--- config.mk ---
export PLATFORM = sky130hd
export DESIGN_NAME = branch_resolve_controller
export DESIGN_NICKNAME = d
export VERILOG_FILES = /design/src/rtl/branch_resolve_controller.sv
export SDC_FILE = /design/constraint.sdc
export NUM_CORES = 1
export LEC_CHECK = 0
export CAP_MARGIN = 20
export CORE_ASPECT_RATIO = 0.6
export CORE_MARGIN = 8
export CORE_UTILIZATION = 42
export DETAILED_ROUTE_END_ITERATION = 6
export HOLD_SLACK_MARGIN = 0.15
export PLACE_DENSITY = 0.78
export SLEW_MARGIN = 20
export SYNTH_ARGS = -nofsm -noshare
export SYNTH_HDL_FRONTEND = slang
export SYNTH_SLANG_ARGS = --single-unit
--- constraint.sdc ---
create_clock -name clk -period 2.35 [get_ports clk]
set_input_delay 0.235 -clock clk [delete_from_list [all_inputs] [get_ports clk]]
set_output_delay 0.235 -clock clk [all_outputs]
set_load 0.02 [all_outputs]
--- src/rtl/branch_resolve_controller.sv ---
// Branch resolution controller: latches a decoded branch, waits for pending flags,
// resolves taken/not-taken from registered NZCV, redirects the PC and holds a flush window.
module branch_resolve_controller #(
  parameter int ADDR_WIDTH   = 64,
  parameter int FLUSH_CYCLES = 2
) (
  input  logic                  clk,
  input  logic                  reset,
  input  logic                  br_valid,
  output logic                  br_ready,
  input  logic [2:0]            br_op,
  input  logic [4:0]            br_cond,
  input  logic                  br_zero,
  input  logic [ADDR_WIDTH-1:0] br_target,
  input  logic                  flags_pending,
  input  logic                  flags_we,
  input  logic [3:0]            flags_in,
  output logic [3:0]            flags_out,
  output logic                  stall,
  output logic                  pc_load,
  output logic [ADDR_WIDTH-1:0] pc_next,
  output logic                  flush,
  output logic [31:0]           taken_cnt,
  output logic [31:0]           not_taken_cnt
);

  typedef enum logic [1:0] {IDLE, WAIT_FLAGS, RESOLVE, FLUSH} state_t;

  localparam logic [2:0] OP_NONE  = 3'd0;
  localparam logic [2:0] OP_UNCND = 3'd1;
  localparam logic [2:0] OP_CBZ   = 3'd2;
  localparam logic [2:0] OP_CBNZ  = 3'd3;
  localparam logic [2:0] OP_BCOND = 3'd4;

  state_t                  state_q, state_d;
  logic [2:0]              op_q;
  logic [3:0]              cond_q;
  logic                    zero_q;
  logic [ADDR_WIDTH-1:0]   target_q;
  logic [3:0]              flush_cnt_q;
  logic                    accept;
  logic                    taken;
  logic                    unused_cond4;

  assign unused_cond4 = br_cond[4];

  // ARM-style condition evaluation over {N,Z,C,V}
  function automatic logic cond_pass(input logic [3:0] cond, input logic [3:0] nzcv);
    logic n, z, c, v;
    n = nzcv[3];
    z = nzcv[2];
    c = nzcv[1];
    v = nzcv[0];
    case (cond)
      4'd0:    cond_pass = z;
      4'd1:    cond_pass = !z;
      4'd2:    cond_pass = c;
      4'd3:    cond_pass = !c;
      4'd4:    cond_pass = n;
      4'd5:    cond_pass = !n;
      4'd6:    cond_pass = v;
      4'd7:    cond_pass = !v;
      4'd8:    cond_pass = c && !z;
      4'd9:    cond_pass = !c || z;
      4'd10:   cond_pass = (n == v);
      4'd11:   cond_pass = (n != v);
      4'd12:   cond_pass = !z && (n == v);
      4'd13:   cond_pass = z || (n != v);
      4'd14:   cond_pass = 1'b1;
      default: cond_pass = 1'b0;
    endcase
  endfunction

  assign accept = (state_q == IDLE) && br_valid && (br_op != OP_NONE);

  // Resolution uses only latched fields and the registered flags
  always_comb begin
    case (op_q)
      OP_UNCND: taken = 1'b1;
      OP_CBZ:   taken = zero_q;
      OP_CBNZ:  taken = !zero_q;
      OP_BCOND: taken = cond_pass(cond_q, flags_out);
      default:  taken = 1'b0;
    endcase
  end

  always_comb begin
    state_d  = state_q;
    br_ready = 1'b0;
    stall    = 1'b1;
    pc_load  = 1'b0;
    pc_next  = '0;
    flush    = 1'b0;
    case (state_q)
      IDLE: begin
        br_ready = 1'b1;
        stall    = 1'b0;
        if (accept)
          state_d = (br_op == OP_BCOND && flags_pending) ? WAIT_FLAGS : RESOLVE;
      end
      WAIT_FLAGS: begin
        if (!flags_pending)
          state_d = RESOLVE;
      end
      RESOLVE: begin
        pc_load = taken;
        pc_next = taken ? target_q : '0;
        state_d = taken ? FLUSH : IDLE;
      end
      FLUSH: begin
        flush = 1'b1;
        if (flush_cnt_q <= 4'd1)
          state_d = IDLE;
      end
      default: state_d = IDLE;
    endcase
  end

  always_ff @(posedge clk) begin
    if (reset) begin
      state_q       <= IDLE;
      op_q          <= '0;
      cond_q        <= '0;
      zero_q        <= 1'b0;
      target_q      <= '0;
      flush_cnt_q   <= '0;
      flags_out     <= '0;
      taken_cnt     <= '0;
      not_taken_cnt <= '0;
    end else begin
      state_q <= state_d;
      if (flags_we)
        flags_out <= flags_in;
      if (accept) begin
        op_q     <= br_op;
        cond_q   <= br_cond[3:0];
        zero_q   <= br_zero;
        target_q <= br_target;
      end
      if (state_q == RESOLVE) begin
        if (taken) begin
          taken_cnt   <= taken_cnt + 32'd1;
          flush_cnt_q <= 4'(FLUSH_CYCLES);
        end else begin
          not_taken_cnt <= not_taken_cnt + 32'd1;
        end
      end else if (state_q == FLUSH) begin
        flush_cnt_q <= flush_cnt_q - 4'd1;
      end
    end
  end

endmodule

==> results.json <==
{
  "outcome": "finished, violations left",
  "failed_checks": "negative setup slack",
  "critical-path-slowest-cell": "or3b_4",
  "syn_area_sq_mm": 0.00680,
  "fraction_of_layout_instances_using_a_drive_strength_above_1": 0.231,
  "dieArea_sq_mm": 0.0207,
  "postSynthNetCount": 953,
  "intPower_mw": 4.43,
  "grt_start_max_net_pins": 64,
  "final.hold.worst_slack_ns": 0.351,
  "antenna_cells_inserted": 0,
  "vias": 7009,
  "core_area_sq_mm": 0.0160,
  "critical_path.startpoint_type": "register",
  "cts-root-to-sink-buffers": 2,
  "overall_routed_net_length_mm": 22.2,
  "cts_max_level": 4,
  "synth-edff-count": 0,
  "timing.critical_path.arrival_ns": 3.07,
  "cpLargestDelayFamily": "buffers and inverters",
  "slowest_delay_ns": 0.39,
  "ctsRootBufferMaster": "clkbuf_16",
  "power.ir.vdd_worst_v": 0.000378,
  "end_kind": "register",
  "layout_worst_path_cycle_share": 1.16,
  "synthDistinctLibCells": 56,
  "max_cap_viol_count": 0,
  "clock_power_share": 0.424,
  "post_route_core_utilization": 0.659,
  "globalRouteOverflowTotal": 0,
  "synth_ff_type": "dfxtp_1",
  "area_growth_syn_to_layout_pct": 55.4,
  "first_global_vias": 6877,
  "synthDominantCellAreaShare": 0.430,
  "hold_violations": 0,
  "worstSkewPairLatency_ns": 0.42,
  "viasPerCell": 5.21,
  "clock-skew-final_ns": 0.0168,
  "worst-r2r-setup-slack_ns": -0.38,
  "routabilityCongestion": 0.838,
  "post_synth.cell_area_avg_sq_um": 7.84,
  "dr.pass1.iters": 4,
  "setup_repair_after_global_routing_missed_its_margin": "yes",
  "worst_slew_pin_slew_ns": 0.698,
  "chipWidth_um": 180,
  "synth-async-reset-ratio": 0,
  "relSlewSlack": 0.535,
  "worstPathMaxFanout": 6,
  "nets": 1209,
  "type_of_the_worst_setup_path": "register to register",
  "start_util": 0.424,
  "holdBufCountCts": 0,
  "synthesis.instances": 867,
  "tritoncts": "built",
  "num_rows": 36,
  "synth_top_area_cell": "dfxtp_1",
  "cts.sink_count": 146,
  "fmax_ghz": 0.366,
  "io_pins": 218,
  "cts_inserted_buffers": 17,
  "synth_seq_area_share": 0.430,
  "postLayoutSetupSlackWorst_ns": -0.379,
  "setup-violations-final": 104,
  "ys_warn_count": 0,
  "grt_first_pass_wirelength_mm": 34.9,
  "total_leakage_power_nw": 3.95,
  "p_sw_frac": 0.280,
  "drt_iter0_markers": 453,
  "synth.ff_latch_count": 146,
  "drt_drc_violations_left": 0,
  "io_buffer_count": 216,
  "power_density_mw_per_mm2": 583,
  "grt_antenna_before_repair": 0,
  "worst-path-buf-inv": 6,
  "cp_cell_sequence": "buf_6 > or3b_4 > o211ai_1 > nand3_2 > buf_4 > buf_4 > a211oi_4 > buf_4 > buf_6 > o2111ai_2 > buf_6 > or3_1 > a21oi_1",
  "cts.reportedPaths.clkPinSlew_ns": 0.07,
  "power_switching_mw": 1.72,
  "globalRouteTotalUtil": 0.203,
  "wire_per_inst_um": 16.5,
  "final_period_minus_worst_setup_slack_ns": 2.73,
  "final-max-slew-violation-count": 0,
  "ys_top_cells_by_area": "dfxtp_1, nand2_1, a21oi_1",
  "worst_hold_path_type": "primary input to register",
  "power.share.combinational": 0.142,
  "drt.antenna.violating_nets": 0,
  "post-dp-hpwl_mm": 15.5,
  "sequential_cell_fraction_of_total_power": 0.434,
  "die_h_um": 115,
  "worst-endpoint-required_ns": 2.69
}
[worst paths after layout]
check	start	end	cells after the start
max	cond_q[2]	not_taken_cnt[11]	13
min	reset	flags_out[3]	2
max reg2reg	cond_q[2]	not_taken_cnt[11]	13
min reg2reg	target_q[23]	target_q[23]	2
[repair_timing]
action	4_1_cts	5_1_grt
pin swaps	33	13
endpoints found under the setup margin	95	117
gates cloned	2	0
gates resized for setup	408	49
buffers inserted	8	2
[cells by family after synthesis]
family,Yosys count,share of synthesized area
muxes,9,0.0136
xor gates and xnor gates,19,0.0245
DFF,146,0.430
and+or+nand+nor,412,0.303
adders and majority gates,4,0.00736
AOI/OAI and AO/OA,205,0.177
buffers and inverters,72,0.0445
[layout by cell type (no fill, tap or decap), types with 7 or more instances in the layout]
cell	netlist	layout
a21oi_2	0	13
and2_1	68	37
buf_6	3	67
nor3_1	11	11
xnor2_1	9	8
or3_1	21	17
buf_4	1	64
clkdlybuf4s50_1	0	150
o211ai_1	8	8
xor2_1	10	10
and2_4	0	23
or4_4	0	7
nand4b_1	10	10
a21oi_1	123	110
mux2i_1	7	7
nand3_1	15	14
o21ai_0	35	33
nand2_1	182	181
and2_2	0	8
nand4_1	10	10
nor2_1	43	42
dfxtp_1	146	140
clkbuf_16	0	17
and3_1	14	14
inv_1	17	17
o31ai_1	13	10
[layer usage]
metal,vias up,track usage,part of all wire
met1,3274,0.257,0.46
met3,21,0.0868,0.088
met2,222,0.316,0.44
met4,0,0.0510,0.013
met5,-,0,0
li1,3492,-,-
[stage by stage]
stage	setup WS [ns]	TNS, ns	instance area, sq um	power (mW)	std cells
after floorplan	-0.0265	-0.576	6880	3.13	867
final	-0.379	-28.65	10600	6.16	1345
after detailed placement	-0.435	-29.46	9580	3.53	1301
after global placement	-0.385	-25.95	9580	3.52	1301
after CTS	-0.404	-29.64	10400	6.16	1343
after global routing	-0.470	-38.73	10600	6.41	1345
[power by group through the flow]
| stage | registers [mW] | logic, mW | clock network (mW) |
|---|---|---|---|
| floorplan | 2.71 | 0.424 | 0 |
| global placement | 2.72 | 0.792 | 0 |
| detailed placement | 2.72 | 0.809 | 0 |
| CTS | 2.67 | 0.851 | 2.64 |
| global route | 2.69 | 0.959 | 2.77 |
| finish | 2.67 | 0.875 | 2.61 |
[sequential cells by signal (all words and copies together), names as in the netlist]
| name | cells |
|---|---|
| flags_out | 4 |
| flush_cnt_q | 4 |
| op_q | 3 |
| taken_cnt | 32 |
| state_q | 2 |
| cond_q | 4 |
| target_q | 64 |
| zero_q | 1 |
| not_taken_cnt | 32 |
[layout make-up]
type	instances	area (sq um)
fillers	1307	5470
multi-input cells	649	3850
flip-flops and latches	146	2930
repair buffers	291	2890
clock buffers	18	439
well taps	209	262
clock inverters	14	121
inverters	18	72.6
[synth_stat cells (all sizes together) (3+ instances only)]
master / n
a211oi: 6
or3: 21
and3: 14
nand2: 182
o21ai: 38
xor2: 10
o211ai: 8
o31ai: 13
o2111ai: 5
xnor2: 9
ha: 4
buf: 10
nor2: 43
nor2b: 6
dfxtp: 146
nand4: 10
or4: 13
nand4b: 10
a21oi: 123
nor3: 11
inv: 18
and4: 4
nand3: 16
and2: 69
o21a: 3
clkbuf: 44
mux2i: 7
Note: power is estimated with default switching activity, not from simulation.
